## config.mk

```make
export PLATFORM = sky130hd
export DESIGN_NAME = mul_seq_flat
export DESIGN_NICKNAME = d
export VERILOG_FILES = /design/src/rtl/mul_seq_if.sv /design/src/rtl/mul_seq.sv /design/src/flat_wrapper.sv
export SDC_FILE = /design/constraint.sdc
export NUM_CORES = 1
export LEC_CHECK = 0
export ABC_CLOCK_PERIOD_IN_PS = 2320
export CAP_MARGIN = 0
export CORE_UTILIZATION = 35
export CTS_BUF_LIST = sky130_fd_sc_hd__clkbuf_2
export CTS_CLUSTER_DIAMETER = 30
export DETAILED_ROUTE_END_ITERATION = 12
export HOLD_SLACK_MARGIN = 0.15
export RECOVER_POWER = 100
export SLEW_MARGIN = 0
export SYNTH_ARGS = -nofsm -noshare
export SYNTH_HDL_FRONTEND = slang
export SYNTH_SLANG_ARGS = --single-unit
```

## constraint.sdc

```tcl
create_clock -name clk -period 2.32 [get_ports clk]
set_input_delay 0.464 -clock clk [delete_from_list [all_inputs] [get_ports clk]]
set_output_delay 0.464 -clock clk [all_outputs]
set_load 0.01 [all_outputs]
```

## src/rtl/mul_seq_if.sv

```systemverilog
// Handshake and operand/result bus for the sequential multiplier.
interface mul_seq_if #(
    parameter int W = 16
);
    logic           start;
    logic [W-1:0]   din;
    logic           busy;
    logic           done;
    logic [2*W-1:0] pout;

    modport master (output start, din, input  busy, done, pout);
    modport slave  (input  start, din, output busy, done, pout);
endinterface

```

## src/rtl/mul_seq.sv

```systemverilog
// Sequential unsigned multiplier: adds A into the accumulator once per cycle
// while a loadable down-counter holding B runs to zero.
module mul_seq #(
    parameter int W = 16
) (
    input logic     clk,
    input logic     rst_n,
    mul_seq_if.slave bus
);
    typedef enum logic [1:0] {IDLE, LDB, ADD, DONE} state_t;

    state_t         state, state_nxt;
    logic [W-1:0]   a_reg;
    logic [W-1:0]   b_cnt;
    logic [2*W-1:0] p_acc;
    logic           ld_a;
    logic           ldb;
    logic           decb;
    logic           b_last;

    // The counter reads 1 during the final addition.
    assign b_last = (b_cnt == W'(1));

    // State register.
    always_ff @(posedge clk or negedge rst_n) begin
        if (!rst_n) state <= IDLE;
        else        state <= state_nxt;
    end

    // Next-state and strobes; ldb and decb come from disjoint states.
    always_comb begin
        state_nxt = state;
        ld_a      = 1'b0;
        ldb       = 1'b0;
        decb      = 1'b0;
        case (state)
            IDLE: begin
                if (bus.start) begin
                    ld_a      = 1'b1;
                    state_nxt = LDB;
                end
            end
            LDB: begin
                ldb       = 1'b1;
                state_nxt = (bus.din == '0) ? DONE : ADD;
            end
            ADD: begin
                decb = 1'b1;
                if (b_last) state_nxt = DONE;
            end
            DONE:    state_nxt = IDLE;
            default: state_nxt = IDLE;
        endcase
    end

    // Multiplicand register, captured on the accepted start.
    always_ff @(posedge clk or negedge rst_n) begin
        if (!rst_n)    a_reg <= '0;
        else if (ld_a) a_reg <= bus.din;
    end

    // B down-counter: load wins over decrement, and it never wraps below zero.
    always_ff @(posedge clk or negedge rst_n) begin
        if (!rst_n)                     b_cnt <= '0;
        else if (ldb)                   b_cnt <= bus.din;
        else if (decb && b_cnt != '0)   b_cnt <= b_cnt - W'(1);
    end

    // Accumulator: cleared on start, one addition of A per ADD cycle.
    always_ff @(posedge clk or negedge rst_n) begin
        if (!rst_n)    p_acc <= '0;
        else if (ld_a) p_acc <= '0;
        else if (decb) p_acc <= p_acc + {{W{1'b0}}, a_reg};
    end

    assign bus.busy = (state == LDB) || (state == ADD);
    assign bus.done = (state == DONE);
    assign bus.pout = p_acc;
endmodule
```

## src/flat_wrapper.sv

```systemverilog
// flat-port wrapper written by rule: the top's interface ports become plain ports
module mul_seq_flat 
#(
    parameter int W = 16
)
  (clk, rst_n, bus_start, bus_din, bus_busy, bus_done, bus_pout);
  mul_seq_if #(.W(W)) bus_i ();
  input logic clk;
  input logic rst_n;
  input wire logic [$bits(bus_i.start)-1:0] bus_start;
  input wire logic [$bits(bus_i.din)-1:0] bus_din;
  output wire logic [$bits(bus_i.busy)-1:0] bus_busy;
  output wire logic [$bits(bus_i.done)-1:0] bus_done;
  output wire logic [$bits(bus_i.pout)-1:0] bus_pout;
  assign bus_i.start = bus_start;
  assign bus_i.din = bus_din;
  assign bus_busy = bus_i.busy;
  assign bus_done = bus_i.done;
  assign bus_pout = bus_i.pout;
  mul_seq #(.W(W)) u_core (.clk(clk), .rst_n(rst_n), .bus(bus_i));
endmodule
```

# --- Word level (Yosys, flattened, before mapping) ---
# Index checks and enable logic that the tools add are counted.
op_classes:
  add_sub_neg: 2
  n_eq_ne: 6
  n_mux: 12
  reduce_logical: 8
ops:
  columns: ["operator", "count"]
  rows:
  - ["32-bit 2-to-1 mux", 2]
  - ["32-bit by 16-bit adder with 32-bit output", 1]
  - ["16-bit 2-to-1 mux", 2]
  - ["16-bit by 1-bit equality test with 1-bit output (second input constant)", 1]
  - ["16-bit zero test", 1]
  - ["16-bit nonzero test", 1]
  - ["16-bit by 1-bit subtractor with 16-bit output (second input constant)", 1]
  - ["2-bit case mux with 4 select lines", 1]
  - ["1-bit 2-to-1 mux", 5]
  - ["2-bit equality test (second input constant)", 2]
  - ["2-bit 2-to-1 mux", 2]
  - ["2-bit nonzero test", 2]
  - ["2-bit by 1-bit equality test with 1-bit output (second input constant)", 1]
  - ["2-bit zero test", 1]
  - ["2-bit by 1-bit != test with 1-bit output (second input constant)", 1]
  - ["2-bit != test (second input constant)", 1]
  - ["2-bit AND reduction", 1]
  - ["1-bit logical AND", 1]
  - ["1-bit logical OR", 1]
word_totals:
  reg_bits: 66
  inputBits: 19
  word_cells: 32

# --- Depth between registers and ports, before layout ---
logic_depth:
  ltp_word: 5
  depth_mapped: 9
  depth_no_buf: 8

# --- Worst setup path after synthesis ---
# Ideal clock, no wire load.
synth_timing:
  path_type: "register to register"
  start: "reg u_core.p_acc[0] (netlist: u_core.bus.pout[0])"
  end: "reg u_core.p_acc[30] (netlist: u_core.bus.pout[30])"
  synth_period_minus_slack_ns: 2.575
  t_arrival_ns: 2.464
  stages_incl_launch_ff: 10
  setup_slack_ns: -0.255
  cell_sequence: "dfrtp_1 > ha_1 > fa_1 > a211oi_1 > o21bai_1 > a21oi_1 > o21a_1 > clkbuf_1 > o311ai_0 > o41ai_1"
synth_between:
  elab_chain_len: 3
synth_rtl:
  columns: ["item", "line_no", "text"]
  rows:
  - ["start, declared", "mul_seq.sv:15", "logic [2*W-1:0] p_acc;"]
  - ["start signal, assigned", "mul_seq.sv:73", "else if (decb) p_acc <= p_acc + {{W{1'b0}}, a_reg};"]
  - ["32-bit by 16-bit adder with 32-bit output", "mul_seq.sv:73", null]
  - ["32-bit 2-to-1 mux", "mul_seq.sv:73", null]
  - ["32-bit 2-to-1 mux", "mul_seq.sv:72", "else if (ld_a) p_acc <= '0;"]
# Every way passes these cells. The select of a mux whose other input is x is not followed.
# A chain may end at the register's enable or synchronous reset.

# --- Worst setup path in the final report ---
layout_timing:
  start: "reg u_core.a_reg[12]"
  end: "reg u_core.p_acc[26] (netlist: u_core.bus.pout[26])"
layout_between:
  elab_chain_len: 3
layout_rtl:
  columns: ["item", "line_no", "text"]
  rows:
  - ["start, declared", "mul_seq.sv:13", "logic [W-1:0] a_reg;"]
  - ["start signal, assigned", "mul_seq.sv:59", "else if (ld_a) a_reg <= bus.din;"]
  - ["32-bit by 16-bit adder with 32-bit output", "mul_seq.sv:73", null]
  - ["32-bit 2-to-1 mux", "mul_seq.sv:73", null]
  - ["32-bit 2-to-1 mux", "mul_seq.sv:72", null]
# Every way passes these cells. The select of a mux whose other input is x is not followed.

==> results.cfg <==
[status]
status = complete, but fails checks
violations = capacitance limit, slew limit, setup timing

[clocking]
clk_pin_slew_ns = 0.22
cts-root-buf = clkbuf_2
cts_buffer_depth = 2
clkSinkCount = 66
cts_tree = yes
h-tree-depth = 3
clock_latency_ns = 0.54
numCtsBuffers = 9

[yosys]
synth_seq_cells = 66
synth_commonest_cells = 90 x nand2_1, 66 x dfrtp_1, 40 x o21ai_0
synth-async-reset-ratio = 1.00
yosys.area.top_type = dfrtp_1
netlist.area_leader.share = 0.413
yosysWarningCount = 0
syn_nets = 497
avgSynthCellArea_um2 = 8.83
synth_area_um2 = 4000
synth.most_common_cell = nand2_1
synth_edf_count = 0
synthTopCellsByArea = dfrtp_1 41%, nand2_1 8.4%, ha_1 7.5%
ys_types = 55
synth-seq-area-share = 0.413
synth_flop_cell = dfrtp_1
syn-instance-count = 453

[sta]
period_share = 1.01
clock.fmax_mhz = 428
final.setup.worst_slack_ns = -0.0184
setup_tns_ns = -0.0318
tightest_slew_ns = 1.66
finalHoldViolCount = 0
finalClockSkew_ns = 0.0321
setup_viol = 4
period_minus_slack_ns = 2.34
grt_setup_unrepaired = yes
slew_headroom = -0.107
holdWs_ns = 0.503
slew_violations = 67

[final_layout]
fin_nets = 605
final_area_um2 = 5620
layout-drive-gt1-share = 0.247
syn_to_final_growth_pct = 40.6
diodes = 0
largest_reg_flops = 32

[placement]
finalWeightedCongestion = 0.882
dp_slack_ns = -0.0803
placed_area_um2 = 5050
hpwl_um = 7730
port_buffers = 52

[route]
drtPass1Iterations = 5
initialDrtViolationCount = 152
drc = 0
viasPerCell = 5.31
ant_nets = 0
wl_um = 11300
vias = 3746
post_drt_wl_per_cell_um = 16.0

[die]
die_h_um = 109
die_x_um = 109
rows = 38
start_util = 0.364
io_pins = 53
die_area_um2 = 11900
core-area_um2 = 11000

[critical_path]
critPathKind = reg -> reg
start_kind = flip-flop
critPathLaunch = u_core.a_reg[12]$_DFFE_PN0P_
required_ns = 2.81
worstPathMaxFanout = 8
reg2reg_from = u_core.a_reg[12]$_DFFE_PN0P_
cp.arrival_ns = 2.82
reg2reg_depth = 9
end_kind = flip-flop

[pwr]
power-per-cell-area_nw_per_um2 = 1350
power_leakage_nw = 2.39
ir_drop_uv = 658
fin_total_pwr_mw = 7.62

[global_route]
antenna_found_initial = 0
grt_pass1_vias = 3590
grt_max_degree = 67
globalRouteTotalUtil = 0.195
grt_pass1_wl_um = 17800
grt-ovfl-total = 0

[hold_path]
whs_path_depth = 2
hold_path.class = reg -> reg
hp-start = u_core.a_reg[2]$_DFFE_PN0P_

[flow_run]
drv_cap = 1
## worst paths after layout
path,end,slack (ns)
max,u_core.bus.pout[26]$_DFFE_PN0P_,-0.02
min,u_core.a_reg[2]$_DFFE_PN0P_,0.50
max reg2reg,u_core.bus.pout[26]$_DFFE_PN0P_,-0.02
min reg2reg,u_core.a_reg[2]$_DFFE_PN0P_,0.50
max in group asynchronous,u_core.bus.pout[0]$_DFFE_PN0P_,0.36
min in group asynchronous,u_core.bus.pout[22]$_DFFE_PN0P_,0.97
## timing repair
action	in CTS	in global routing
endpoints found under the hold margin	66	0
resized for setup	9	61
pin swaps	4	33
hold buffers	1	0
endpoints found under the setup margin	24	31
setup buffers	3	7
cloned	0	2
## metal layers
metal | track usage | vias to the layer above | part of all wire
met5 | 0 | - | 0
met4 | 0.0637 | 0 | 0.013
met3 | 0.0293 | 13 | 0.035
met2 | 0.305 | 74 | 0.48
met1 | 0.276 | 1812 | 0.47
li1 | - | 1847 | -
## logic make-up after synthesis
group / Yosys count / share of synthesized area
AO/OA/AOI/OAI: 102 / 0.162
XOR/XNOR: 20 / 0.0438
adder cells (fa/ha/maj): 25 / 0.0801
buffers and inverters: 30 / 0.0285
flip-flops: 66 / 0.413
multiplexers: 11 / 0.0281
AND/OR/NAND/NOR: 199 / 0.245
## per-stage QoR
step                instances  utilization
global route              706        0.512
global placement          678        0.460
finish                    706        0.512
detailed placement        678        0.460
CTS                       698        0.481
floorplan                 453            -
## critical path, stage by stage, from the launching register on
cell	delay [ns]
dfrtp_1	0.45
ha_2	0.39
nand2_1	0.09
nor2_2	0.14
buf_4	0.15
nand2_1	0.07
o21a_2	0.26
clkbuf_16	0.17
or4_1	0.47
nand2_1	0.08
## power breakdown
group / switching [mW] / internal, mW
registers: 0.422 / 1.59
logic: 2.37 / 2.29
clock network: 0.476 / 0.472
## placed cells by master, fill, tap and decap left out, types with 12 or more instances in the layout
master | netlist | routed
o21ai_0 | 40 | 29
a21oi_1 | 23 | 17
nor2_1 | 25 | 22
ha_1 | 24 | 15
dfrtp_1 | 66 | 66
xnor2_1 | 16 | 16
clkdlybuf4s50_1 | 0 | 50
buf_4 | 0 | 57
inv_1 | 12 | 12
nand2_1 | 90 | 90
## final cells by class
type,instances,area (um2)
fillers,1008,5360
multi-input cells,358,2560
flip-flops and latches,66,1650
repair buffers,114,1020
well taps,140,175
clock inverters,6,115
clock buffers,10,50.0
inverters,12,45.0
Power figures use the tool's default switching activity.
